### config.mk
export PLATFORM = sky130hd
export DESIGN_NAME = rhs2116_link_supervisor
export DESIGN_NICKNAME = d
export VERILOG_FILES = /design/src/rtl/rhs2116_link_pkg.sv /design/src/rtl/rhs2116_link_supervisor_sync_2ff.sv /design/src/rtl/rhs2116_link_supervisor.sv
export SDC_FILE = /design/constraint.sdc
export NUM_CORES = 1
export LEC_CHECK = 0
export ABC_CLOCK_PERIOD_IN_PS = 2700
export CAP_MARGIN = 10
export CORE_MARGIN = 5
export CORE_UTILIZATION = 45
export CTS_CLUSTER_DIAMETER = 40
export DETAILED_ROUTE_END_ITERATION = 7
export PLACE_DENSITY = 0.78
export SLEW_MARGIN = 20
export SYNTH_ARGS = -nofsm -noshare
export SYNTH_HDL_FRONTEND = slang
export SYNTH_SLANG_ARGS = --single-unit
### constraint.sdc
create_clock -name clk_sys -period 2.7 [get_ports clk_sys]
set_clock_uncertainty 0.1 [all_clocks]
set_input_delay 0.54 -clock clk_sys [delete_from_list [all_inputs] [get_ports clk_sys]]
set_output_delay 0.54 -clock clk_sys [all_outputs]
set_load 0.02 [all_outputs]
### src/rtl/rhs2116_link_pkg.sv
// ----------------------------------------------------------------------------
// rhs2116_link_pkg
//   Shared definitions for the RHS2116 link supervisor: the 3-bit link_state
//   encodings reported to the host, the matching FSM state type, and a small
//   helper used to size the shared timer.
// ----------------------------------------------------------------------------
package rhs2116_link_pkg;

    localparam int LINK_STATE_W = 3;

    localparam logic [LINK_STATE_W-1:0] LS_IDLE      = 3'd0;
    localparam logic [LINK_STATE_W-1:0] LS_RESET     = 3'd1;
    localparam logic [LINK_STATE_W-1:0] LS_WAIT_LOCK = 3'd2;
    localparam logic [LINK_STATE_W-1:0] LS_ACQUIRE   = 3'd3;
    localparam logic [LINK_STATE_W-1:0] LS_UP        = 3'd4;
    localparam logic [LINK_STATE_W-1:0] LS_FAULT     = 3'd5;

    typedef enum logic [LINK_STATE_W-1:0] {
        ST_IDLE      = LS_IDLE,
        ST_RESET     = LS_RESET,
        ST_WAIT_LOCK = LS_WAIT_LOCK,
        ST_ACQUIRE   = LS_ACQUIRE,
        ST_UP        = LS_UP,
        ST_FAULT     = LS_FAULT
    } link_state_e;

    function automatic int max3(input int a, input int b, input int c);
        int m;
        m = (a > b) ? a : b;
        return (m > c) ? m : c;
    endfunction

endpackage

### src/rtl/rhs2116_link_supervisor_sync_2ff.sv
// ----------------------------------------------------------------------------
// sync_2ff
//   Two-flop synchroniser for a single slow level crossing into clk.
// Ports
//   clk    in   destination clock
//   rst_n  in   asynchronous active-low reset (output resets to 0)
//   d      in   asynchronous input level
//   q      out  synchronised level, 2 cycles of latency
// ----------------------------------------------------------------------------
module sync_2ff (
    input  logic clk,
    input  logic rst_n,
    input  logic d,
    output logic q
);

    logic meta;

    // NOTE: sequential state uses non-blocking assignments so every flop
    // samples the pre-edge value; blocking here would collapse the two stages.
    always_ff @(posedge clk or negedge rst_n) begin
        if (!rst_n) begin
            meta <= 1'b0;
            q    <= 1'b0;
        end else begin
            meta <= d;
            q    <= meta;
        end
    end

endmodule

### src/rtl/rhs2116_link_supervisor.sv
// ----------------------------------------------------------------------------
// rhs2116_link_supervisor
//   Bring-up / recovery controller for the RHS2116 receive decoder. Owns the
//   decoder reset and walks IDLE -> RESET -> WAIT_LOCK -> ACQUIRE -> UP,
//   retrying failed attempts up to MAX_RETRY times before parking in FAULT.
// Ports
//   clk_sys        in   system clock
//   rst_n          in   asynchronous active-low reset
//   enable         in   host enable; 0 forces IDLE
//   cdr_locked     in   CDR lock (asynchronous, synchronised here)
//   frame_error    in   decoder frame error pulse
//   sync_lost      in   decoder sync-lost pulse/level
//   data_valid     in   decoder output word strobe
//   decoder_rst_n  out  active-low decoder reset
//   link_up        out  1 in UP
//   link_state     out  current state encoding (see rhs2116_link_pkg)
//   retry_cnt      out  failed attempts since last UP or IDLE (saturating)
//   err_total      out  frame errors seen in ACQUIRE/UP (saturating)
//   fault          out  1 in FAULT
//   status_irq     out  1-cycle pulse on entering UP, leaving UP, entering FAULT
// ----------------------------------------------------------------------------
module rhs2116_link_supervisor
    import rhs2116_link_pkg::*;
#(
    parameter int RST_CYCLES   = 16,
    parameter int LOCK_TIMEOUT = 65536,
    parameter int GOOD_FRAMES  = 16,
    parameter int ERR_WINDOW   = 4096,
    parameter int MAX_ERRS     = 8,
    parameter int MAX_RETRY    = 4,
    parameter int CNT_W        = 16
) (
    input  logic                    clk_sys,
    input  logic                    rst_n,
    input  logic                    enable,
    input  logic                    cdr_locked,
    input  logic                    frame_error,
    input  logic                    sync_lost,
    input  logic                    data_valid,
    output logic                    decoder_rst_n,
    output logic                    link_up,
    output logic [LINK_STATE_W-1:0] link_state,
    output logic [7:0]              retry_cnt,
    output logic [CNT_W-1:0]        err_total,
    output logic                    fault,
    output logic                    status_irq
);

    // One timer serves RESET length, WAIT_LOCK/ACQUIRE timeout and UP window.
    localparam int TMR_W  = $clog2(max3(RST_CYCLES, LOCK_TIMEOUT, ERR_WINDOW) + 1);
    localparam int GOOD_W = $clog2(GOOD_FRAMES + 1);
    localparam int WERR_W = $clog2(MAX_ERRS + 1);

    localparam logic [TMR_W-1:0]  RST_LAST  = TMR_W'(RST_CYCLES - 1);
    localparam logic [TMR_W-1:0]  TO_LAST   = TMR_W'(LOCK_TIMEOUT - 1);
    localparam logic [TMR_W-1:0]  WIN_LAST  = TMR_W'(ERR_WINDOW - 1);
    localparam logic [GOOD_W-1:0] GOOD_LAST = GOOD_W'(GOOD_FRAMES - 1);
    localparam logic [WERR_W-1:0] ERR_LIM   = WERR_W'(MAX_ERRS);
    localparam logic [7:0]        RETRY_LIM = 8'(MAX_RETRY);

    link_state_e       state, state_nxt;
    logic              lock_s;
    logic [TMR_W-1:0]  timer;
    logic [GOOD_W-1:0] good_cnt;
    logic [WERR_W-1:0] win_errs, win_errs_inc;
    logic [7:0]        retry_inc;
    logic              fe, sl, dv, clean_frame;
    logic              win_wrap, err_hit, attempt_fail, irq_nxt;

    sync_2ff u_lock_sync (
        .clk   (clk_sys),
        .rst_n (rst_n),
        .d     (cdr_locked),
        .q     (lock_s)
    );

    // Decoder-side strobes are meaningless while we hold it in reset.
    assign fe          = frame_error & decoder_rst_n;
    assign sl          = sync_lost   & decoder_rst_n;
    assign dv          = data_valid  & decoder_rst_n;
    assign clean_frame = dv & ~fe & ~sl;

    // An error in the wrap cycle is the first error of the new window.
    assign win_wrap     = (timer == WIN_LAST);
    assign win_errs_inc = win_wrap ? WERR_W'(1) : win_errs + 1'b1;
    assign err_hit      = fe & (win_errs_inc >= ERR_LIM);

    assign retry_inc = (retry_cnt == 8'hFF) ? retry_cnt : retry_cnt + 8'd1;

    assign irq_nxt = (state_nxt != state) &&
                     (state_nxt == ST_UP || state == ST_UP || state_nxt == ST_FAULT);

    assign link_state = state;

    // NOTE: every signal written here gets a default first, so no path
    // leaves it unassigned and no latch is inferred.
    always_comb begin
        state_nxt    = state;
        attempt_fail = 1'b0;
        case (state)
            ST_IDLE:      if (enable) state_nxt = ST_RESET;
            ST_RESET:     if (timer == RST_LAST) state_nxt = ST_WAIT_LOCK;
            ST_WAIT_LOCK: begin
                if (lock_s)                 state_nxt = ST_ACQUIRE;
                else if (timer == TO_LAST)  attempt_fail = 1'b1;
            end
            ST_ACQUIRE: begin
                if (!lock_s)                                     attempt_fail = 1'b1;
                else if (clean_frame && good_cnt == GOOD_LAST)   state_nxt = ST_UP;
                else if (timer == TO_LAST)                       attempt_fail = 1'b1;
            end
            ST_UP: begin
                // Lock loss > sync_lost > error threshold; all end the attempt.
                if (!lock_s)      attempt_fail = 1'b1;
                else if (sl)      attempt_fail = 1'b1;
                else if (err_hit) attempt_fail = 1'b1;
            end
            ST_FAULT:     state_nxt = ST_FAULT;
            default:      state_nxt = ST_IDLE;
        endcase
        if (attempt_fail) state_nxt = (retry_inc >= RETRY_LIM) ? ST_FAULT : ST_RESET;
        if (!enable)      state_nxt = ST_IDLE;
    end

    always_ff @(posedge clk_sys or negedge rst_n) begin
        if (!rst_n) begin
            state         <= ST_IDLE;
            timer         <= '0;
            good_cnt      <= '0;
            win_errs      <= '0;
            retry_cnt     <= '0;
            err_total     <= '0;
            decoder_rst_n <= 1'b0;
            link_up       <= 1'b0;
            fault         <= 1'b0;
            status_irq    <= 1'b0;
        end else begin
            state         <= state_nxt;
            decoder_rst_n <= (state_nxt == ST_WAIT_LOCK) || (state_nxt == ST_ACQUIRE) ||
                             (state_nxt == ST_UP);
            link_up       <= (state_nxt == ST_UP);
            fault         <= (state_nxt == ST_FAULT);
            status_irq    <= irq_nxt;

            // Each state starts its own timing from zero; UP free-runs the window.
            if (state_nxt != state)                      timer <= '0;
            else if (state == ST_UP)                     timer <= win_wrap ? '0 : timer + 1'b1;
            else if (state == ST_IDLE || state == ST_FAULT) timer <= '0;
            else                                         timer <= timer + 1'b1;

            if (state != ST_ACQUIRE || fe || sl) good_cnt <= '0;
            else if (dv)                         good_cnt <= good_cnt + 1'b1;

            if (state != ST_UP)  win_errs <= '0;
            else if (win_wrap)   win_errs <= fe ? win_errs_inc : '0;
            else if (fe)         win_errs <= win_errs_inc;

            if (state_nxt == ST_IDLE) begin
                retry_cnt <= '0;
                err_total <= '0;
            end else begin
                if (state_nxt == ST_UP && state != ST_UP) retry_cnt <= '0;
                else if (attempt_fail)                    retry_cnt <= retry_inc;
                if (fe && (state == ST_ACQUIRE || state == ST_UP) && err_total != '1)
                    err_total <= err_total + 1'b1;
            end
        end
    end

endmodule

# Word level (Yosys, flattened, before mapping)
# Index checks and enable logic that the tools add are counted.
# W data, S select, Z words.
# word_totals
ff_bits	59
latchBits	0
ram_bits	0
mem_bits_ro	0
input_bits	7
output_inout_bits	31
elab_cells	97
n_memories	0
# classes
addsub	5
multipliers	0
div	0
order_cmp	2
eq_ne	18
shift	0
n_mux	33
bitwise_logic	8
n_reduce_logical	19
# op_table
cell	n
$mux W17	4
$mux W16	2
$mux W8	4
$mux W3	7
$mux W4	5
$pmux W3 S6	1
$add A17 B1 Y17 const B	1
$eq A17 B12 Y1 const B	1
$eq A17 B16 Y1 const B	1
$eq A17 B4 Y1 const B	1
$add A16 B1 Y16 const B	1
$ne A16 B16 Y1 const B	1
$eq A3 B2 Y1 const B	4
$eq A3 B3 Y1 const B	4
$mux W5	2
$add A8 B1 Y8 const B	1
$eq A8 B8 Y1 const B	1
$ge A8 B3 Y1 const B	1
$logic_or A1 B1 Y1	8
$mux W1	7
$and A1 B1 Y1	6
$logic_not A3 Y1	2
$reduce_bool A3 Y1	2
$add A5 B1 Y5 const B	1
11 further kinds	17

# Longest topological paths before layout
# depth
depth_word	14
depth_mapped	13
ltp_nobuf	11

# Hierarchy
# Synthesis repeated with hierarchy kept, for this count alone.
# hier_totals
hier_cells	348
hier_area_um2	3378.2
# modules_own_cells
module	instances	cells_each	area_each_um2	seq_area_each_um2
rhs2116_link_supervisor	1	346	3328.2	1426.4
sync_2ff	1	2	50.0	50.0

# Least setup slack after synthesis
# OpenSTA, ideal clock, no wires.
# synth_path
kind	register to register
startpoint	register timer[0]
endpoint	register timer[1]
setup_ps	136
arrival_time_ps	2680
required_time_ps	2464
path_slack_ps	-215
path_stages_with_launch	13
path_buffers	1
period_less_slack_ps	2915
path_cell_list	dfrtp_1 ha_1 nand2_1 nor4_4 and4_1 ha_1 and3_2 a211oi_1 nor3b_2 and2_4 a221oi_4 buf_6 nor3b_2
# synth_between
elab_chain_len	12
word_cells_on_any_way	24
cone_classes	add/sub (1); order compare (1); eq/ne (4); mux (17); bitwise (1)
# synth_rtl
element	line_no	source
from (decl)	rhs2116_link_supervisor.sv:63	logic [TMR_W-1:0] timer;
from (signal assigned)	rhs2116_link_supervisor.sv:147	else if (state == ST_UP) timer <= win_wrap ? '0 : timer + 1'b1;
from (signal assigned)	rhs2116_link_supervisor.sv:149	else timer <= timer + 1'b1;
$eq A17 B12 Y1	rhs2116_link_supervisor.sv:84	assign win_wrap = (timer == WIN_LAST);
$mux W4	rhs2116_link_supervisor.sv:85	assign win_errs_inc = win_wrap ? WERR_W'(1) : win_errs + 1'b1;
$ge A4 B4 Y1	rhs2116_link_supervisor.sv:86	assign err_hit = fe & (win_errs_inc >= ERR_LIM);
$and A1 B1 Y1	rhs2116_link_supervisor.sv:86	
$mux W1	rhs2116_link_supervisor.sv:116	else if (err_hit) attempt_fail = 1'b1;
$mux W1	rhs2116_link_supervisor.sv:115	else if (sl) attempt_fail = 1'b1;
$mux W1	rhs2116_link_supervisor.sv:114	if (!lock_s) attempt_fail = 1'b1;
$pmux W1 S3	rhs2116_link_supervisor.sv:100	case (state)
$mux W3 *	rhs2116_link_supervisor.sv:121	if (attempt_fail) state_nxt = (retry_inc >= RETRY_LIM) ? ST_FAULT : ST_RESET;
$mux W3 *	rhs2116_link_supervisor.sv:122	if (!enable) state_nxt = ST_IDLE;
named net state_nxt[1]	rhs2116_link_supervisor.sv:61	link_state_e state, state_nxt;
$ne A3 B3 Y1 *	rhs2116_link_supervisor.sv:146	if (state_nxt != state) timer <= '0;
$mux W17 *	rhs2116_link_supervisor.sv:146	
# Mark *: on every way through the listed nets, which the timed path passes. The rest lies on a longest branch.
# A chain may end at the register's enable or synchronous reset.

# Final worst setup path
# layout_path
startpoint	register timer[1]
endpoint	register timer[1]
# The elaborated chain is that of the path after synthesis.

==> impl_metrics.toml <==
[final_layout]
antenna_cells = 0
finish.net_count = 432
area_delta_synth_final_pct = 34.47
fillerInstances = 579
layout.cells.non_filler = 522
drive_above_1_share = 0.2411

[detailed_routing]
post_drt_via_cell_ratio = 5.247
detailed_route_wl_mm = 7.833
first_iteration_detailed_routing_drc_count = 130
drc_errors = 0
ant_nets = 0
num_vias = 2739
detailedRoute.firstPassIterationCount = 4
wire_per_inst_um = 15.01

[cts]
clock_tree.buffer_depth = 2
clk_transition_reported_paths_ns = 0.07
cts-buffers-inserted = 9
worst_skew_pair.late_latency_ns = 0.35
tritoncts = "yes"
numClockSinks = 59
cts_root_buffer_type = "sky130_fd_sc_hd__clkbuf_8"
htreeDepth = 3

[pwr]
intPower_w = 0.001505
p_clk_frac = 0.479
p_seq_frac = 0.462
power_switching_w = 0.0004259
report.power.total_w = 0.001931
power_per_cell_area_nw_per_um2 = 436.2
power.switching_fraction = 0.2206
vdd_ir_drop_max_mv = 0.3093
comb_power_share = 0.059
p_leak_nw = 1.852

[global_routing]
track_usage = 0.1796
grt_first_pass_wirelength_mm = 12.69
grt_start_max_net_pins = 29
initial_antenna_violation_count = 0
grt_overflow = 0
grt_pass1_vias = 2765

[critical_path]
critPathMaxFanout = 8
timing.critical_path.max_delay_family = "simple AND/OR/NAND/NOR gates"
critical_path_class = "reg2reg"
series_of_cell_instances_along_the_critical_path = "ha_2 > nand2_2 > nor4_4 > and4_4 > ha_4 > and3_4 > a211oi_2 > or2b_4 > a41oi_4 > a221oi_4 > clkbuf_16 > nor3b_2"
timing.critical_path.to_type = "flop"
worst_path_largest_cell_delay_ns = 0.40
worst_setup_path_startpoint = "timer[1]$_DFF_PN0_"
path_depth = 12
cp_num_buf_inv = 1
worst_r2r_setup_slack_ns = -0.10
crit-reg2reg-capture = "timer[1]$_DFF_PN0_"
r2r.worst_path.cells = 12
timing.rr.start = "timer[1]$_DFF_PN0_"
crit_arrival_ns = 2.93
timing.critical_path.from_type = "flop"
critPathRequiredTime_ns = 2.83
critical_path_endpoint = "timer[1]$_DFF_PN0_"
crit_path_top_delay_cell = "sky130_fd_sc_hd__a221oi_4"

[die]
floorplan.io_pins = 38
floorplan.die_area_um2 = 9126
fp-row-count = 31
core_area_um2 = 7176
dieWidth_um = 95.53
starting_density_of_the_core = 0.4588
die-height_um = 95.53

[synth]
post-synth-top-area-cell = "sky130_fd_sc_hd__dfrtp_1"
syn_area_um2 = 3292
yosys_cell_types = 55
synth_edf_count = 0
async_reset_ff_frac = 1.000
synth_seq_cells = 59
synth-warning-count = 0
synthFlopType = "sky130_fd_sc_hd__dfrtp_1"
synth_area_per_cell_um2 = 9.797
synth_largest_type_area_fraction = 0.4485
synthesis.nets = 350
synth.area.top_cells = "sky130_fd_sc_hd__dfrtp_1, sky130_fd_sc_hd__xor2_1, sky130_fd_sc_hd__xnor2_1"
yosysSeqAreaShare = 0.4485
syn_inst = 336

[timing]
tightestPinTransition_ns = 0.6208
slew_violations = 0
final.setup.worst_slack_ns = -0.1021
final.hold.worst_slack_ns = 0.09827
setup_repair_after_global_routing_missed_its_margin = "true"
period_minus_slack_ns = 2.802
period_share = 1.038
report.final.hold_viol_count = 0
max_slew_margin = 0.5861
final_setup_vio_count = 18
fin_setup_tns_ns = -1.317
maxClockFrequency_mhz = 356.9

[place]
place_congestion = 0.9125
dp_hpwl_mm = 5.284
detailedPlace.worstSlack_ns = -0.1616
place.detailed.instances = 497
port_buffers = 37

[run_status]
status = "finished, violations left"
failing_checks = "negative setup slack"

[flow_run]
cap_viol_max_count = 0

[hold_path]
hp-class = "in2async"
==> worst min path at each step <==
| stage | depth (start not counted) | slack (ns) | to | start |
|---|---|---|---|---|
| after floorplan | 0 | 0.14 | decoder_rst_n$_DFF_PN0_ | rst_n |
| after detailed placement | 0 | 0.26 | u_lock_sync.q$_DFF_PN0_ | u_lock_sync.meta$_DFF_PN0_ |
| after CTS | 1 | 0.12 | retry_cnt[6]$_DFFE_PN0P_ | rst_n |
| final | 1 | 0.1 | retry_cnt[6]$_DFFE_PN0P_ | rst_n |
| after global placement | 0 | 0.25 | u_lock_sync.q$_DFF_PN0_ | u_lock_sync.meta$_DFF_PN0_ |
| after global routing | 1 | 0.15 | retry_cnt[6]$_DFFE_PN0P_ | rst_n |
==> worst reg2reg max path, delay by kind of cell, from the launching register on <==
kind                     cells  cell delay (ns)
flip-flops                   1             0.36
adder cells (fa/ha/maj)      2             0.34
AND/OR/NAND/NOR              6             1.06
buffers and inverters        1             0.24
AO/OA/AOI/OAI                3             0.62
==> metal layers <==
| metal | vias up | track usage | share of wire |
|---|---|---|---|
| met2 | 52 | 0.3040 | 0.52 |
| met5 | - | 0 | 0 |
| met4 | 0 | 0.09479 | 0.022 |
| met1 | 1332 | 0.2179 | 0.43 |
| li1 | 1338 | - | - |
| met3 | 17 | 0.02999 | 0.032 |
==> cells in the mapped netlist, types with 2 or more instances <==
cell and n:
sky130_fd_sc_hd__clkbuf_1 5, sky130_fd_sc_hd__a2111oi_4 2, sky130_fd_sc_hd__and4_1 2, sky130_fd_sc_hd__o31ai_1 4, sky130_fd_sc_hd__and3_1 6, sky130_fd_sc_hd__nand2_1 26
sky130_fd_sc_hd__a41oi_1 2, sky130_fd_sc_hd__o21ai_0 11, sky130_fd_sc_hd__nand3b_1 2, sky130_fd_sc_hd__nor3b_2 2, sky130_fd_sc_hd__buf_2 3, sky130_fd_sc_hd__a211oi_1 2
sky130_fd_sc_hd__nand4_1 8, sky130_fd_sc_hd__nor3_2 2, sky130_fd_sc_hd__mux2i_1 4, sky130_fd_sc_hd__and2_1 6, sky130_fd_sc_hd__ha_1 7, sky130_fd_sc_hd__nor2b_1 2
sky130_fd_sc_hd__nand3_1 22, sky130_fd_sc_hd__inv_1 11, sky130_fd_sc_hd__nor3_1 21, sky130_fd_sc_hd__xnor2_1 16, sky130_fd_sc_hd__buf_6 3, sky130_fd_sc_hd__dfrtp_1 59
sky130_fd_sc_hd__and3_2 2, sky130_fd_sc_hd__a21oi_1 17, sky130_fd_sc_hd__nor2_1 37, sky130_fd_sc_hd__a31oi_1 3, sky130_fd_sc_hd__clkbuf_8 2, sky130_fd_sc_hd__or2_2 2
sky130_fd_sc_hd__or3_1 3, sky130_fd_sc_hd__xor2_1 19
==> flip-flops by register name, summed over array words and instances, names as in the netlist, 3 cells and up <==
register and flops:
timer 17, link_state 3, err_total 16, retry_cnt 8, good_cnt 5, win_errs 4
==> power groups by stage <==
stage | Sequential [W] | Combinational, W | Clock [W]
after floorplan | 0.000909 | 0.0000445 | 0
after global placement | 0.000907 | 0.0000931 | 0
after detailed placement | 0.000908 | 0.0000947 | 0
after CTS | 0.000891 | 0.000105 | 0.000940
after global routing | 0.000891 | 0.000126 | 0.000977
final | 0.000891 | 0.000115 | 0.000925
==> final cells by class <==
class / count / area, um^2 / area share
multi-input combinational: 251 / 1778 / 0.4016
sequential: 59 / 1476 / 0.3335
tap: 99 / 123.9 / 0.02798
clock buffer: 12 / 155.1 / 0.03505
inverter: 11 / 41.29 / 0.009327
clock inverter: 4 / 72.57 / 0.01639
timing repair buffer: 86 / 779.5 / 0.1761
==> cell usage in the layout (no fill, tap or decap), types with 3 or more instances in the layout <==
master	instances
sky130_fd_sc_hd__dfrtp_1	59
sky130_fd_sc_hd__buf_4	45
sky130_fd_sc_hd__nor2_1	36
sky130_fd_sc_hd__clkdlybuf4s50_1	36
sky130_fd_sc_hd__nand2_1	25
sky130_fd_sc_hd__nand3_1	22
sky130_fd_sc_hd__xor2_1	19
sky130_fd_sc_hd__a21oi_1	17
sky130_fd_sc_hd__xnor2_1	16
sky130_fd_sc_hd__inv_1	11
sky130_fd_sc_hd__o21ai_0	11
sky130_fd_sc_hd__nor3_2	11
sky130_fd_sc_hd__nor3_1	11
sky130_fd_sc_hd__clkbuf_8	11
sky130_fd_sc_hd__nand4_1	8
sky130_fd_sc_hd__and3_1	6
sky130_fd_sc_hd__and2_1	5
sky130_fd_sc_hd__ha_1	5
sky130_fd_sc_hd__mux2i_1	4
sky130_fd_sc_hd__a31oi_1	3
sky130_fd_sc_hd__o31ai_1	3
sky130_fd_sc_hd__or3_1	3
==> per-stage QoR <==
step,util,cell area [um^2]
4_1_cts,0.5995,4302
2_1_floorplan,-,3324
3_5_place_dp,0.5590,4011
5_1_grt,0.6169,4427
3_3_place_gp,0.5590,4011
6_report,0.6169,4427
==> repair_timing <==
action	in CTS	in global routing
endpoints found under the setup margin	22	27
buffers inserted	2	6
hold buffers	0	0
pin swaps	0	7
gates cloned	0	1
resized for setup	10	11
==> logic make-up after synthesis <==
family	share of synthesized area
and+or+nand+nor	0.2505
DFF	0.4485
AOI/OAI and AO/OA	0.1182
xor gates and xnor gates	0.09806
buffers and inverters	0.04599
adders and majority gates	0.02660
muxes	0.01216
(Power assumes the default switching activity.)
